<file path="src/rtl/arm_mul_pkg.sv">
// Shared definitions for the iterative ARM multiply unit: op encodings,
// FSM state type and the N/Z flag helper.
package arm_mul_pkg;

  localparam logic [1:0] MUL_OP_MUL   = 2'b00;
  localparam logic [1:0] MUL_OP_UMULL = 2'b01;
  localparam logic [1:0] MUL_OP_SMULL = 2'b10;

  typedef enum logic [1:0] {
    IDLE = 2'd0,
    RUN  = 2'd1,
    FIX  = 2'd2,
    DONE = 2'd3
  } mul_state_e;

  typedef struct packed {
    logic n;
    logic z;
  } mul_flags_t;

  // Encoding 11 is an alias of MUL, so only the two long ops count as long.
  function automatic logic op_is_long(input logic [1:0] op);
    return (op == MUL_OP_UMULL) || (op == MUL_OP_SMULL);
  endfunction

  function automatic mul_flags_t mul_flags(input logic isLong,
                                           input logic loMsb,
                                           input logic hiMsb,
                                           input logic loZero,
                                           input logic hiZero);
    mul_flags_t f;
    f.n = isLong ? hiMsb : loMsb;
    f.z = isLong ? (loZero & hiZero) : loZero;
    return f;
  endfunction

endpackage

</file>
<file path="src/rtl/arm_mul_abs.sv">
// Combinational conditional two's-complement negate; with negate_i tied to
// the sign bit it yields the unsigned magnitude of a signed value.
module arm_mul_abs #(
  parameter int WIDTH = 32
) (
  input  logic [WIDTH-1:0] value_i,
  input  logic             negate_i,
  output logic [WIDTH-1:0] result_o
);

  assign result_o = negate_i ? (~value_i + WIDTH'(1)) : value_i;

endmodule

</file>
<file path="src/rtl/arm_mul_unit.sv">
// Radix-2 shift-add multiplier (MUL/UMULL/SMULL) with start/busy/done handshake.
// Optional ARM_MUL_EARLY_EXIT_EN: leave RUN once the remaining multiplier is zero.
module arm_mul_unit
  import arm_mul_pkg::*;
#(
  parameter int WIDTH = 32
) (
  input  logic             clk,
  input  logic             reset,
  input  logic             start,
  input  logic [1:0]       op,
  input  logic [WIDTH-1:0] a,
  input  logic [WIDTH-1:0] b,
  output logic             busy,
  output logic             done,
  output logic [WIDTH-1:0] result_lo,
  output logic [WIDTH-1:0] result_hi,
  output logic             flag_n,
  output logic             flag_z
);

  localparam int CNT_W = $clog2(WIDTH + 1);

  mul_state_e         state_q, state_d;
  logic [1:0]         op_q, op_d;
  logic [WIDTH-1:0]   multiplicand_q, multiplicand_d;
  logic [WIDTH-1:0]   multiplier_q, multiplier_d;
  logic [2*WIDTH-1:0] acc_q, acc_d;
  logic [CNT_W-1:0]   cnt_q, cnt_d;
  logic               neg_q, neg_d;
  logic [WIDTH-1:0]   resLo_q, resLo_d;
  logic [WIDTH-1:0]   resHi_q, resHi_d;
  logic               flagN_q, flagN_d;
  logic               flagZ_q, flagZ_d;

  logic [WIDTH-1:0]   magA, magB;
  logic [2*WIDTH-1:0] prodFixed;
  logic               isSmullIn;
  logic               isLongQ;
  logic               runExit;
  logic [2*WIDTH-1:0] accExit;
  logic [WIDTH:0]     sum;
  mul_flags_t         fixFlags;

  assign isSmullIn = (op == MUL_OP_SMULL);
  assign isLongQ   = op_is_long(op_q);

  arm_mul_abs #(.WIDTH(WIDTH)) uAbsA (
    .value_i  (a),
    .negate_i (isSmullIn & a[WIDTH-1]),
    .result_o (magA)
  );

  arm_mul_abs #(.WIDTH(WIDTH)) uAbsB (
    .value_i  (b),
    .negate_i (isSmullIn & b[WIDTH-1]),
    .result_o (magB)
  );

  // A zero product is never negated, so -0 cannot appear.
  arm_mul_abs #(.WIDTH(2*WIDTH)) uNegProd (
    .value_i  (acc_q),
    .negate_i (neg_q & (acc_q != '0)),
    .result_o (prodFixed)
  );

  assign fixFlags = mul_flags(isLongQ,
                              prodFixed[WIDTH-1],
                              prodFixed[2*WIDTH-1],
                              prodFixed[WIDTH-1:0] == '0,
                              prodFixed[2*WIDTH-1:WIDTH] == '0);

`ifdef ARM_MUL_EARLY_EXIT_EN
  // After cnt iterations the partial product sits (WIDTH-cnt) bits too high.
  assign runExit = (cnt_q == CNT_W'(WIDTH)) || (multiplier_q == '0);
  assign accExit = acc_q >> (CNT_W'(WIDTH) - cnt_q);
`else
  assign runExit = (cnt_q == CNT_W'(WIDTH));
  assign accExit = acc_q;
`endif

  always_comb begin
    state_d        = state_q;
    op_d           = op_q;
    multiplicand_d = multiplicand_q;
    multiplier_d   = multiplier_q;
    acc_d          = acc_q;
    cnt_d          = cnt_q;
    neg_d          = neg_q;
    resLo_d        = resLo_q;
    resHi_d        = resHi_q;
    flagN_d        = flagN_q;
    flagZ_d        = flagZ_q;
    sum            = '0;

    unique case (state_q)
      IDLE: begin
        if (start) begin
          op_d           = op;
          multiplicand_d = magA;
          multiplier_d   = magB;
          neg_d          = isSmullIn & (a[WIDTH-1] ^ b[WIDTH-1]);
          acc_d          = '0;
          cnt_d          = '0;
          state_d        = RUN;
        end
      end
      RUN: begin
        if (runExit) begin
          acc_d   = accExit;
          state_d = FIX;
        end else begin
          sum          = {1'b0, acc_q[2*WIDTH-1:WIDTH]}
                       + {1'b0, (multiplier_q[0] ? multiplicand_q : '0)};
          acc_d        = {sum, acc_q[WIDTH-1:1]};
          multiplier_d = multiplier_q >> 1;
          cnt_d        = cnt_q + CNT_W'(1);
        end
      end
      FIX: begin
        resLo_d = prodFixed[WIDTH-1:0];
        resHi_d = isLongQ ? prodFixed[2*WIDTH-1:WIDTH] : '0;
        flagN_d = fixFlags.n;
        flagZ_d = fixFlags.z;
        state_d = DONE;
      end
      DONE: begin
        state_d = IDLE;
      end
      default: begin
        state_d = IDLE;
      end
    endcase
  end

  always_ff @(posedge clk or negedge reset) begin
    if (!reset) begin
      state_q        <= IDLE;
      op_q           <= '0;
      multiplicand_q <= '0;
      multiplier_q   <= '0;
      acc_q          <= '0;
      cnt_q          <= '0;
      neg_q          <= 1'b0;
      resLo_q        <= '0;
      resHi_q        <= '0;
      flagN_q        <= 1'b0;
      flagZ_q        <= 1'b0;
    end else begin
      state_q        <= state_d;
      op_q           <= op_d;
      multiplicand_q <= multiplicand_d;
      multiplier_q   <= multiplier_d;
      acc_q          <= acc_d;
      cnt_q          <= cnt_d;
      neg_q          <= neg_d;
      resLo_q        <= resLo_d;
      resHi_q        <= resHi_d;
      flagN_q        <= flagN_d;
      flagZ_q        <= flagZ_d;
    end
  end

  assign busy      = (state_q != IDLE);
  assign done      = (state_q == DONE);
  assign result_lo = resLo_q;
  assign result_hi = resHi_q;
  assign flag_n    = flagN_q;
  assign flag_z    = flagZ_q;

endmodule

</file>
<file path="config.mk">
export PLATFORM = sky130hd
export DESIGN_NAME = arm_mul_unit
export DESIGN_NICKNAME = d
export VERILOG_FILES = /design/src/rtl/arm_mul_pkg.sv /design/src/rtl/arm_mul_abs.sv /design/src/rtl/arm_mul_unit.sv
export SDC_FILE = /design/constraint.sdc
export NUM_CORES = 1
export LEC_CHECK = 0
export ABC_AREA = 1
export CAP_MARGIN = 20
export CORE_MARGIN = 2
export CORE_UTILIZATION = 54
export CTS_CLUSTER_DIAMETER = 200
export DETAILED_ROUTE_END_ITERATION = 8
export HOLD_SLACK_MARGIN = 0.08
export PLACE_DENSITY_LB_ADDON = 0.1
export SLEW_MARGIN = 20
export SYNTH_ARGS = -nofsm -noshare
export SYNTH_HDL_FRONTEND = slang
export SYNTH_SLANG_ARGS = --single-unit
</file>
<file path="constraint.sdc">
create_clock -name clk -period 7.6 [get_ports clk]
set_input_delay 1.52 -clock clk [delete_from_list [all_inputs] [get_ports clk]]
set_output_delay 1.52 -clock clk [all_outputs]
set_load 0.005 [all_outputs]
</file>
## Word-level counts from Yosys, hierarchy flattened

Index checks and enable logic that the tools add are counted.

- Output and inout bits: 68
- Input port bits: 69
- Register bits: 205

- Add/subtract/negate cells: 5
- Eq/ne operators: 10
- Muxes and demuxes: 19
- Bitwise gates (word level): 9
- Reductions and logical operators: 10

Operators with widths:

| operator | number |
|---|---|
| 32-bit two-way mux | 6 |
| 64-bit two-way mux | 3 |
| 64-bit one-hot mux with 2 select lines | 1 |
| 32-bit by 1-bit adder with 32-bit output, second input constant | 2 |
| 64-bit by 1-bit adder with 64-bit output, second input constant | 1 |
| 32-bit logical NOT | 2 |
| 32-bit inverter | 2 |
| 64-bit inverter | 1 |
| 32-bit one-hot mux with 2 select lines | 1 |
| 64-bit nonzero test | 1 |
| 32-bit by 32-bit adder with 33-bit output | 1 |
| 6-bit two-way mux | 2 |
| 6-bit one-hot mux with 2 select lines | 1 |
| 2-bit == test, second input constant | 4 |
| 2-bit one-hot mux with 4 select lines | 1 |
| 6-bit by 1-bit adder with 6-bit output, second input constant | 1 |
| 6-bit == test, second input constant | 1 |
| 2-bit inequality test, second input constant | 3 |
| 1-bit AND | 5 |
| 2-bit by 1-bit == test with 1-bit output, second input constant | 2 |
| 2-bit two-way mux | 2 |
| 2-bit AND reduction | 2 |
| 2-bit nonzero test | 2 |
| 3-bit AND reduction | 1 |
| 4 further kinds | 5 |

## Longest topological paths before layout

- Depth in word-level cells: 6
- Depth in mapped cells: 21

## Modules after synthesis

A second synthesis with hierarchy kept.

- Cells, all modules: 2,452
- Area, all modules: 15,661.3 µm²

Modules (own cells, without submodules):

| module | area each (µm²) | times used | cells an instance | sequential area each (µm²) |
|---|---|---|---|---|
| arm_mul_unit | 10,978.0 | 1 | 1,500 | 5,129.9 |
| arm_mul_abs (uNegProd) | 2,466.1 | 1 | 498 | 0.0 |
| arm_mul_abs (uAbsA ...) | 1,108.6 | 2 | 227 | 0.0 |

## Worst setup path after synthesis

Ideal clock, no wire load.

- Path type: input to register
- From: in a[0]
- To: reg multiplicand_q[26]
- Path buffers: 0
- Slack: 4,422 ps
- Library setup time: 118 ps
- Data arrival time: 3,060 ps
- Cell stages on the path: 13
- Cell sequence: inv_1 -> ha_1 -> nand3_1 -> nor3_1 -> nand3_1 -> nor2_1 -> nand2_1 -> nor2_1 -> nor2_1 -> a21oi_1 -> o211ai_1 -> nand3_1 -> nand2_1

- Cells in the longest elaborated chain, start to end: 3

RTL lines:

| what | RTL line | text |
|---|---|---|
| from (decl) | arm_mul_unit.sv:12 | `input logic [WIDTH-1:0] a,` |
| 32-bit inverter | arm_mul_abs.sv:11 | `assign result_o = negate_i ? (~value_i + WIDTH'(1)) : value_i;` |
| 32-bit by 1-bit adder with 32-bit output | arm_mul_abs.sv:11 |  |
| 32-bit two-way mux | arm_mul_abs.sv:11 |  |
| to (signal assigned) | arm_mul_unit.sv:152 | `multiplicand_q <= multiplicand_d;` |
| to (decl) | arm_mul_unit.sv:26 | `logic [WIDTH-1:0] multiplicand_q, multiplicand_d;` |

Every way passes these cells.
A chain may end at the register's enable or synchronous reset.

## Worst setup path in the final report

- From: in start
- To: reg acc_q[33], in the netlist accExit[33]

- Cells in the longest elaborated chain, start to end: 2

RTL lines:

| what | RTL line | text |
|---|---|---|
| from (decl) | arm_mul_unit.sv:10 | `input logic start,` |
| 2-bit inequality test (no source line) | - |  |
| 3-bit AND reduction (no source line) | - |  |
| to (signal assigned) | arm_mul_unit.sv:142 | `acc_q <= '0;` |
| to (signal assigned) | arm_mul_unit.sv:154 | `acc_q <= acc_d;` |
| to (decl) | arm_mul_unit.sv:28 | `logic [2*WIDTH-1:0] acc_q, acc_d;` |

Every way passes these cells.

==> run summary <==
Port Buffer Count -> 136
Ports -> 137
max_slew headroom -> 33.0%
synthesized area per cell -> 6.65 sq um
synthesis-to-layout area growth -> 17.4%
Period minus WS final -> 4.13 ns
EDFF count, synth -> 0
Min-Delay Path Class -> flop to flop
TritonRoute pass-1 iters -> 5
fin nets -> 2338
Routed WL -> 41500 microns
core area -> 25800 sq um
share of layout cells above drive strength 1 -> 3.70%
GRT overflow -> 0
share of Yosys cell area claimed by the top area cell type -> 36.4%
Synth warnings -> 0
fin crit share -> 54.3%
RSZ-0062 raised after global routing -> no
launching point of the worst reg2reg path -> multiplier_q[0]$_DFFE_PN0P_
crit end category -> flop
Synth async-reset ratio -> 100%
routed length per instance -> 16.1 microns
Die Width -> 166 microns
Worst path slowest cell -> buf_4
CP max stage delay -> 0.66 ns
setup TNS -> 0 ns
max-slew violations -> 0
Layout Skew -> 0.0264 ns
outcome -> finished, final reports clean
global placement routability congestion -> 0.996
synth unique cells -> 44
syn_nets -> 2235
cell taking the most area after synthesis -> dfrtp_1
Cells after Synth -> 2123
Clock Tree Root -> clkbuf_16
DRC -> 0
Sink Count -> 205
Netlist Area Pre-Place -> 14100 sq um
end point of the critical path -> accExit[33]$_DFFE_PN0P_
first-pass GRT wire length -> 67300 microns
WP depth -> 10
sequential area share after synthesis -> 36.4%
GR Util met2 -> 47.9%
Synth Flop Type -> dfrtp_1
setup violators final -> 0
DP HPWL -> 31500 microns
drt via density -> 5.50
Worst-Margin Slew -> 1.00 ns
worst setup path class -> primary input to flop
FMAX -> 0.242 GHz
Worst Path Required -> 8.02 ns
worst-path cell chain -> clkdlybuf4s50_1, nand2_1, buf_4, nor2_1, nor2_2, buf_4, inv_2, buf_4, nand3_1, o21ai_0
Max-cap violations -> 0
initial antenna violation count -> 0
GRT Total Usage -> 29.8%
DRT antenna net count -> 0
clock-pin slew on the worst setup and hold paths -> 0.06 ns
CTS Buffer Depth -> 3
critical path's top delay family -> buffers and inverters
Worst Path Max Fanout -> 63
met3 Use GR -> 3.73%
r2r setup slk -> 3.97 ns
post-CTS setup buffers -> 0
commonest non-fill, non-tap cell in the layout -> nand2_1
Total Die Area -> 27400 sq um
top cells by area, synth -> dfrtp_1 (36%), nand2_1 (17%), nor2_1 (8.1%)
vias in the first global route -> 13100
DR vias -> 14200
R2R depth -> 14
diode count -> 0
Seq cells post-synth -> 205
CTS H-tree lvls -> 1
CTS tree -> built
largest net degree at the start of global routing -> 95
R2R Path End -> accExit[55]$_DFFE_PN0P_
met1 Use GR -> 42.0%
Clock Latency Late Sink -> 0.53 ns
crit-path most repeated cell -> buf_4
CTS Buf Count -> 24
WP buf/inv -> 5
most frequent cells in the layout -> nand2_1 (623), nor2_1 (304), inv_1 (216)
arrival time worst endpoint -> 4.55 ns
CP Launch Point -> start
height of the die -> 166 microns
Row Count -> 59
Final Hold Fails -> 0
min-delay src -> result_lo[4]$_DFFE_PN0P_
Top Usage Layer GRT -> met2
critical path launch point type -> primary input
post-CTS resize count -> 0
Starting Density -> 54.6%
Iteration-0 DRC Markers -> 1060
hold_buf cts -> 0
cell usage after synthesis, types with 15 or more instances:
master,number
nand2_1,623
nor2_1,305
inv_1,218
dfrtp_1,205
o21ai_0,184
a21oi_1,114
nand3_1,90
clkbuf_1,53
xor2_1,46
o22ai_1,44
ha_1,42
nor3_1,24
a21o_1,21
a31oi_1,16
nand4_1,16
o211ai_1,16
o21ai_1,16
xnor2_1,15
per-stage QoR:
stage / worst slack, ns / hold slack, ns / cell area, sq um / util, % / instances
after floorplan: 4.42 / 0.444 / 14100 / - / 2123
after global routing: 3.25 / 0.496 / 16600 / 64.1 / 2579
final: 3.47 / 0.474 / 16600 / 64.1 / 2579
after detailed placement: 2.97 / 0.464 / 15700 / 60.7 / 2535
after global placement: 3.06 / 0.459 / 15700 / 60.7 / 2535
after CTS: 3.48 / 0.481 / 16600 / 64.1 / 2579
registers in the layout, summed over array words and instances (netlist names):
name / cells
neg_q: 1
state_q: 2
result_hi: 32
multiplier_q: 32
cnt_q: 6
flag_n: 1
op_q: 2
accExit: 64
result_lo: 32
multiplicand_q: 32
flag_z: 1
final cells by class:
cell class | count | area, sq um
repair buffers | 146 | 1440
clock inverters | 15 | 189
flip-flops and latches | 205 | 5130
inverters | 222 | 833
fillers | 2455 | 9280
multi-input cells | 1627 | 7870
clock buffers | 29 | 681
well taps | 335 | 419
how the worst min path moves through the flow:
| stage | to | slack, ns | cells after the start |
|---|---|---|---|
| final | result_lo[4]$_DFFE_PN0P_ | 0.47 | 2 |
| after CTS | result_lo[4]$_DFFE_PN0P_ | 0.48 | 2 |
| after floorplan | multiplier_q[21]$_DFFE_PN0P_ | 0.44 | 2 |
| after detailed placement | multiplier_q[25]$_DFFE_PN0P_ | 0.46 | 2 |
| after global routing | result_hi[1]$_DFFE_PN0P_ | 0.50 | 1 |
| after global placement | multiplier_q[21]$_DFFE_PN0P_ | 0.46 | 2 |
layer usage:
layer,vias up,share of wire (%)
met1,6460,46
met3,75,6.5
met4,0,3.7
li1,7116,-
met5,-,0
met2,537,44
cell families after synthesis:
family	Yosys count	share of synthesized area (%)
AOI/OAI and AO/OA	431	16.9
xor gates and xnor gates	61	3.79
adders and majority gates	43	3.87
and+or+nand+nor	1092	31.2
DFF	205	36.4
buffers and inverters	291	7.91
tightest hold or removal path, cell delays in order (launching register included):
cell     delay [ns]
dfrtp_1        0.34
nand2_1        0.05
nand2_1        0.05
Power is not shown: default switching activity piles up to over one toggle a cycle in this logic, so the estimate is an artifact.
